===== src/rtl/hs32_fetch_q.sv =====
// Instruction prefetch queue: issues sequential word reads from the fetch PC and
// buffers up to DEPTH {pc, inst} entries for decode, with flush/redirect support.
//
// state   | meaning
// --------+-----------------------------------------------------------------
// S_IDLE  | no request outstanding; waiting for queue space
// S_REQ   | request at addr outstanding; response is pushed into the queue
// S_DRAIN | request outstanding across a flush; response will be discarded
module hs32_fetch_q #(
  parameter int ADDR_W = 32,
  parameter int DEPTH = 4,
  parameter logic [ADDR_W-1:0] RESET_PC = '0
) (
  input  logic                       clk,
  input  logic                       reset,
  input  logic                       flush,
  input  logic [ADDR_W-1:0]          newpc,
  output logic [ADDR_W-1:0]          addr,
  output logic                       reqm,
  input  logic                       rdym,
  input  logic [31:0]                dtrm,
  output logic [31:0]                instd,
  output logic [ADDR_W-1:0]          pcd,
  output logic                       rdyd,
  input  logic                       reqd,
  output logic [$clog2(DEPTH+1)-1:0] count
);

  localparam int PW = $clog2(DEPTH);
  localparam int CW = $clog2(DEPTH+1);
  localparam logic [CW-1:0] DEPTH_C = CW'(DEPTH);

  typedef enum logic [1:0] {S_IDLE, S_REQ, S_DRAIN} state_t;

  state_t            state, state_n;
  logic [ADDR_W-1:0] fpc, fpc_n, addr_n;
  logic              reqm_n;
  logic [PW-1:0]     rd_ptr, wr_ptr;
  logic [ADDR_W-1:0] mem_pc   [DEPTH];
  logic [31:0]       mem_inst [DEPTH];

  logic              push, pop, space;
  logic [CW-1:0]     count_nx;
  logic [ADDR_W-1:0] fpc_inc, flush_pc;

  assign rdyd  = (count != '0);
  assign instd = mem_inst[rd_ptr];
  assign pcd   = mem_pc[rd_ptr];

  // Flush overrides both queue ports, so neither push nor pop survives it.
  assign pop      = reqd && rdyd && !flush;
  assign push     = (state == S_REQ) && rdym && !flush;
  assign count_nx = count + CW'(push) - CW'(pop);
  assign space    = (count_nx < DEPTH_C);
  assign fpc_inc  = fpc + ADDR_W'(4);
  assign flush_pc = {newpc[ADDR_W-1:2], 2'b00};

  always_comb begin
    state_n = state;
    fpc_n   = fpc;
    addr_n  = addr;
    reqm_n  = reqm;
    if (flush) begin
      fpc_n = flush_pc;
      if (reqm && !rdym) begin
        // The bus address must not move while a request is pending.
        state_n = S_DRAIN;
      end else begin
        // Queue is empty after a flush, so a request can issue immediately.
        state_n = S_REQ;
        reqm_n  = 1'b1;
        addr_n  = flush_pc;
      end
    end else begin
      case (state)
        S_IDLE: begin
          if (space) begin
            state_n = S_REQ;
            reqm_n  = 1'b1;
            addr_n  = fpc;
          end
        end
        S_REQ: begin
          if (rdym) begin
            fpc_n = fpc_inc;
            if (space) begin
              addr_n = fpc_inc;
            end else begin
              state_n = S_IDLE;
              reqm_n  = 1'b0;
            end
          end
        end
        S_DRAIN: begin
          if (rdym) begin
            if (space) begin
              state_n = S_REQ;
              reqm_n  = 1'b1;
              addr_n  = fpc;
            end else begin
              state_n = S_IDLE;
              reqm_n  = 1'b0;
            end
          end
        end
        default: begin
          state_n = S_IDLE;
          reqm_n  = 1'b0;
        end
      endcase
    end
  end

  always_ff @(posedge clk or negedge reset) begin
    if (!reset) begin
      state <= S_IDLE;
      fpc   <= RESET_PC;
      addr  <= RESET_PC;
      reqm  <= 1'b0;
    end else begin
      state <= state_n;
      fpc   <= fpc_n;
      addr  <= addr_n;
      reqm  <= reqm_n;
    end
  end

  always_ff @(posedge clk or negedge reset) begin
    if (!reset) begin
      rd_ptr <= '0;
      wr_ptr <= '0;
      count  <= '0;
      for (int i = 0; i < DEPTH; i++) begin
        mem_pc[i]   <= '0;
        mem_inst[i] <= '0;
      end
    end else if (flush) begin
      count  <= '0;
      rd_ptr <= wr_ptr;
    end else begin
      if (push) begin
        mem_pc[wr_ptr]   <= addr;
        mem_inst[wr_ptr] <= dtrm;
        wr_ptr           <= wr_ptr + PW'(1);
      end
      if (pop) begin
        rd_ptr <= rd_ptr + PW'(1);
      end
      count <= count_nx;
    end
  end

endmodule


===== config.mk =====
export PLATFORM = sky130hd
export DESIGN_NAME = hs32_fetch_q
export DESIGN_NICKNAME = d
export VERILOG_FILES = /design/src/rtl/hs32_fetch_q.sv
export SDC_FILE = /design/constraint.sdc
export NUM_CORES = 1
export LEC_CHECK = 0
export CORE_UTILIZATION = 51
export DETAILED_ROUTE_END_ITERATION = 10
export PLACE_DENSITY = 0.73
export SYNTH_ARGS = -nofsm -noshare
export SYNTH_HDL_FRONTEND = slang
export SYNTH_SLANG_ARGS = --single-unit

===== constraint.sdc =====
create_clock -name clk -period 3.3 [get_ports clk]
set_clock_uncertainty 0.2 [all_clocks]
set_input_delay 0.66 -clock clk [delete_from_list [all_inputs] [get_ports clk]]
set_output_delay 0.66 -clock clk [all_outputs]
set_load 0.05 [all_outputs]

After elaboration in Yosys (flattened, before gate mapping). Cells that the tools add are included.

Output and inout bits: 101. Bits in registers: 330. Input bits: 69. Logic and storage cells: 93.

Magnitude comparators: 4. Mux-type cells: 39. $add $sub $neg: 5. Reduce and logical (&&, ||, !) cells: 19. Bitwise gates (word level): 3. Equality and inequality tests: 8.

Operators by type and width (count): 2-to-1 mux 32 bit (14); bitwise mux 128 bit (2); binary-select mux 32 bit (select 2 bit) (2); one-hot mux 32 bit (3 select lines) (1); demux 32 bit (select 2 bit) (1); adder 32 x 3 -> 32 bit (second input constant) (1); 2-to-1 mux 2 bit (8); inequality test 3 bit (second input constant) (5); AND reduction 5 bit (2); 2-to-1 mux 1 bit (8); greater-or-equal comparator 3 bit (second input constant) (2); logical AND 1 bit (6); inverter 2 -> 3 bit (2); one-hot mux 2 bit (3 select lines) (1); nonzero test 2 bit (3); adder 2 x 1 -> 2 bit (second input constant) (2); AND reduction 2 bit (2); AND reduction 4 bit (1); nonzero test 4 bit (1); adder 3 x 1 -> 3 bit (1); < comparator 3 x 1 -> 1 bit (second input constant) (1); < comparator 3 bit (second input constant) (1); 2-to-1 mux 3 bit (1); one-hot mux 1 bit (3 select lines) (1); 8 further kinds (9).

Logic depth before layout (Yosys ltp).
Word-level depth: 10. Depth in mapped cells: 15. Mapped depth without buffers: 13.

Worst setup path after synthesis. Ideal clock, no wire load.

Path type: input -> register. Start: input flush. End: register addr[16]. Data arrival time: 3.488 ns. Setup time: 0.126 ns. Setup slack: -0.514 ns. Stages: 13. Buffers on the path: 3. Required time: 2.974 ns. Cell sequence: clkbuf_1 clkbuf_1 clkbuf_1 nor2_1 ha_1 inv_1 ha_1 inv_1 fa_1 xnor2_1 nor2_1 nor4bb_1 a221o_1.

Cells in the longest elaborated chain, start to end: 9. Elaborated cells on any way between the ends: 16. Those cells by class: add/sub: 2; order compare: 1; eq/ne: 4; mux: 4; reduce/logical: 5.

Ends and longest elaborated chain: start: declaration (RTL line 16) `input logic flush,`; logical NOT 1 bit (RTL line 51, 52); logical AND 1 bit (RTL line 52) `assign push = (state == S_REQ) && rdym && !flush;`; adder 3 x 1 -> 3 bit (RTL line 53) `assign count_nx = count + CW'(push) - CW'(pop);`; subtractor 3 x 1 -> 3 bit (RTL line 53); < comparator 3 bit (RTL line 54) `assign space = (count_nx < DEPTH_C);`; 2-to-1 mux 32 bit (2 in a row); one-hot mux 32 bit (3 select lines); 2-to-1 mux 32 bit (RTL line 63) `if (flush) begin`; end signal: assignment (RTL line 123) `addr <= addr_n;`; end: declaration (RTL line 18) `output logic [ADDR_W-1:0] addr,`.

Parallel ways exist; a longest one is shown, timed or not. The select of a mux whose other input is x is not followed. A chain may end at the register's enable or synchronous reset.

Worst setup path in the final report.
Start: register count[2]. End: register addr[22].

Cells in the longest elaborated chain, start to end: 9. Elaborated cells on any way between the ends: 12. Those cells by class: add/sub: 2; order compare: 1; eq/ne: 1; mux: 4; reduce/logical: 4.

Ends and longest elaborated chain: start: declaration (RTL line 26) `output logic [$clog2(DEPTH+1)-1:0] count`; start signal: assignment (RTL line 149) `count <= count_nx;`; branches (longest 3 deep; another with adder 3 x 1 -> 3 bit); subtractor 3 x 1 -> 3 bit (*) (RTL line 53); < comparator 3 bit (*) (RTL line 54); 2-to-1 mux 32 bit (2 in a row); one-hot mux 32 bit (3 select lines); 2-to-1 mux 32 bit.

Every way passes the cells marked *. The select of a mux whose other input is x is not followed.

==> results_tabular.tex <==
\begin{tabular}{lr}
\hline
Metric & Value \\
\hline
\multicolumn{2}{l}{\textbf{Outcome}} \\
Run status & finished, final reports clean \\
\multicolumn{2}{l}{\textbf{Min path}} \\
Hold endpoint & mem\_inst[28] \\
Worst Min Path Start & mem\_inst[28] \\
Hold Path Stages & 1 \\
Class of the worst hold path & reg -> reg \\
\multicolumn{2}{l}{\textbf{Timing}} \\
Relative slew margins & 50.2\% \\
Final hold vios & 0 \\
Final count of pins violating max slew & 0 \\
Total negative slack for setup checks & 0 ps \\
Timing-limited maximum frequency & about 0.32 GHz \\
Minimum hold slack & 299 ps \\
Transition time at the pin with the least slew margin & 741 ps \\
Number of endpoints failing setup at the final stage & 0 \\
Final Cycle Share & 96.0\% \\
Fin worst setup slack & 130 ps \\
Unrepaired setup endpoints after global routing & false \\
Final critical delay including setup and external delays & 3170 ps \\
\multicolumn{2}{l}{\textbf{Placed design}} \\
Worst Setup Slack post-DPL & -398 ps \\
Port-buffer cells & 167 \\
Weighted congestion at the end of routability-driven global placement & between 0.9 and 1 \\
Placed wire-length estimate & between 20000 and 25000 um \\
\multicolumn{2}{l}{\textbf{Worst setup path}} \\
Reg2reg start & count[2] \\
Worst R2R Path Depth & 13 \\
Crit end category & flip-flop \\
Register-to-register setup slack & 130 ps \\
Data required time at the worst endpoint & 3500 ps \\
End of the worst register-to-register path & addr[22] \\
Worst setup path class & reg -> reg \\
Largest driver fanout on the critical path & 13 \\
Data arrival, critical path & 3370 ps \\
Critical Path Start Type & flip-flop \\
\multicolumn{2}{l}{\textbf{Final layout}} \\
Total Nets Final & approximately 1400 \\
Fillcell total & 2209 \\
Area Overhead vs Synth & 22.6\% \\
Antenna Diode Count & 0 \\
Share of final-layout standard cells stronger than drive strength 1 & 39.5\% \\
Core utilization of the finished layout & roughly 64\% \\
\multicolumn{2}{l}{\textbf{Yosys}} \\
Area share of fa/ha/maj cells after synthesis & 0.782\% \\
Mapped Cells & 1110 \\
Simple logic cell fraction of the synthesized area & 7.30\% \\
Ranking of synthesized cells by area & sky130\_fd\_sc\_hd\_\_dfrtp\_1 (53\%), sky130\_fd\_sc\_hd\_\_mux2\_2 (19\%), sky130\_fd\_sc\_hd\_\_mux4\_2 (9.3\%) \\
Count of flip-flops with a built-in enable after synthesis & 0 \\
Count leader, synth & sky130\_fd\_sc\_hd\_\_dfrtp\_1 \\
Prevailing post-synth register cell & sky130\_fd\_sc\_hd\_\_dfrtp\_1 \\
Area share of the largest cell type after synthesis & 53.1\% \\
Share of synthesized registers carrying an async set or reset & 100\% \\
Number of distinct standard cells referenced by the synthesized netlist & 61 \\
Part of the Yosys area used for sequential elements & about 53\% \\
Synth Warn \# & 0 \\
Cell type with the largest total area after synthesis & sky130\_fd\_sc\_hd\_\_dfrtp\_1 \\
Share of cell area taken by muxes after synthesis & just under 30\% \\
Avg Cell Area, Syn & 13.7 um2 \\
Netlist area before placement & 15200 um2 \\
Post-synthesis register bit count & 323 \\
Post-Syn Nets & 1187 \\
Xor/xnor cell area share of the yosys netlist & 2.76\% \\
List of most frequent post-synthesis cells & sky130\_fd\_sc\_hd\_\_dfrtp\_1 (323), sky130\_fd\_sc\_hd\_\_mux2\_2 (258), sky130\_fd\_sc\_hd\_\_mux4\_2 (63), sky130\_fd\_sc\_hd\_\_nand2\_1 (53), sky130\_fd\_sc\_hd\_\_nor2\_1 (48) \\
Combinational family with the most area after synthesis & multiplexers \\
Compound-cell area share of the yosys netlist & 4.52\% \\
\multicolumn{2}{l}{\textbf{GRT}} \\
Layer carrying the most global-route usage & met2 \\
Fraction of met3 tracks used by global routing & 3.89\% \\
Maximum number of pins on one net before global-route repair & 89 \\
Total global routing overflow & 0 \\
Vias in the first global route & between 10000 and 15000 \\
GRT Util Overall & 23.9\% \\
Met2 usage & approximately two fifths \\
Number of antenna violations at the first check in global routing & 0 \\
Wire length of the first global-routing pass & 57400 um \\
Met1 layer usage reported by global route & between 30 and 40\% \\
\multicolumn{2}{l}{\textbf{Floorplan}} \\
DIE AREA & 30500 um2 \\
Effective utilization at floorplan & 52.4\% \\
Top-level port count & 170 \\
Die W & 175 um \\
Die Height & between 150 and 200 um \\
Core box area & 29000 um2 \\
Num rows & 62 \\
\multicolumn{2}{l}{\textbf{Clocking}} \\
CTS H-tree depth & 2 \\
CTS tree & done \\
TritonCTS Sinks & 323 \\
Clock-pin slew on the worst setup and hold paths & 60 ps \\
Inserted Clock Buffers & 35 \\
CTS max path bufs & 3 \\
Cell at the root of the clock tree & sky130\_fd\_sc\_hd\_\_clkbuf\_16 \\
Later-pin clock latency in the skew report & 510 ps \\
\multicolumn{2}{l}{\textbf{Detailed routing}} \\
Routed length per placed instance & 20.7 um \\
Overall via count from detail\_route & roughly 9900 \\
Avg Vias per Cell & 5.82 \\
Violation count after the first detailed-route iteration & 615 \\
Number of nets with antenna violations after detailed routing & 0 \\
Number of optimization iterations in the first detailed-route pass & 5 \\
Post-route DRC violation count & 0 \\
Wire length after detailed routing & 35100 um \\
\multicolumn{2}{l}{\textbf{Power and ir drop}} \\
Maximum vdd ir drop & 0.000567 V \\
Leakage dissipation & 8.10 nW \\
Pwr Density & 1130 nW/um2 \\
Final Total Pwr & 21.1 mW \\
\multicolumn{2}{l}{\textbf{Job}} \\
Max-cap check violation count & 0 \\
\hline
\end{tabular}
-- how the worst max path moves through the flow --
stage	start	endpoint	slack, ps	cells after the start
finish	count[2]	addr[22]	130	13
global route	count[2]	addr[22]	10	13
CTS	count[2]	addr[7]	100	12
detailed placement	rdym	addr[7]	-400	13
global placement	rdym	addr[4]	-350	13
floorplan	count[2]	addr[30]	-30	13
-- through the flow --
step | instance area (um2) | std cells
after global placement | 17500 | 1636
after floorplan | 15300 | 1110
after global routing | 18600 | 1699
after detailed placement | 17500 | 1636
final | 18600 | 1699
after CTS | 18600 | 1698
-- report_power, final --
part | total (mW) | switching [mW] | internal, mW | leakage, nW
clock network | 3.90 | 1.54 | 2.36 | 0.563
registers | 6.96 | 1.23 | 5.74 | 3.95
logic | 10.2 | 5.85 | 4.38 | 3.58
total | 21.1 | 8.61 | 12.5 | 8.10
-- registers in the layout, summed over array words and instances (netlist names) --
name and cells:
mem_inst 128, mem_pc 124, addr 31, fpc 30
count 3, rd_ptr 2, state 2, wr_ptr 2
reqm 1
-- cell families after synthesis --
group                      Yosys count
muxes                              327
DFF                                323
and+or+nand+nor                    210
AOI/OAI and AO/OA                  107
buffers and inverters               86
xor gates and xnor gates            48
adders and majority gates            9
-- cell usage in the layout (no fill, tap or decap), drive strengths merged, types with 17 or more instances in the layout --
cell,synthesis,layout
xor2,25,25
clkbuf,23,55
nand2,58,58
dfrtp,323,323
a21oi,21,21
buf,52,117
mux4,63,63
o21ai,41,41
mux2,258,258
xnor2,23,23
nor3,17,17
clkdlybuf4s50,0,101
nand3,20,20
nor2,49,49
nand4,17,17
-- final cells by class --
type	count	area, um2	area share, %
Clock buffer	55	1060	5.70
Tap cell	384	480	2.58
Sequential cell	323	8090	43.4
Timing Repair Buffer	219	2110	11.3
Multi-Input combinational cell	701	6780	36.4
Inverter	11	41.3	0.221
Clock inverter	6	80.1	0.429
-- worst max-delay path, cell delays in order (launching register included) --
cell	delay, ps
sky130_fd_sc_hd__dfrtp_2	420
sky130_fd_sc_hd__or3_4	400
sky130_fd_sc_hd__nand2_2	80
sky130_fd_sc_hd__nor2_2	40
sky130_fd_sc_hd__ha_1	260
sky130_fd_sc_hd__inv_1	60
sky130_fd_sc_hd__ha_2	170
sky130_fd_sc_hd__inv_2	40
sky130_fd_sc_hd__fa_2	400
sky130_fd_sc_hd__xnor2_4	180
sky130_fd_sc_hd__o31ai_4	310
sky130_fd_sc_hd__buf_4	260
sky130_fd_sc_hd__nor2_1	60
sky130_fd_sc_hd__a211oi_1	170
-- timing repair --
action / 4_1_cts / 5_1_grt
setup endpoints to repair: 0 / 7
gates resized for setup: 0 / 3
setup buffers: 0 / 1
hold buffers: 1 / 0
hold endpoints to repair: 45 / 0
-- routing by layer --
layer	wire [um]	part of all wire (%)	vias to the layer above
met5	0	0	-
met1	15700	45	5091
met2	16800	48	291
met3	1770	5.0	63
li1	-	-	4441
met4	842	2.4	0
Power figures use the tool's default switching activity.
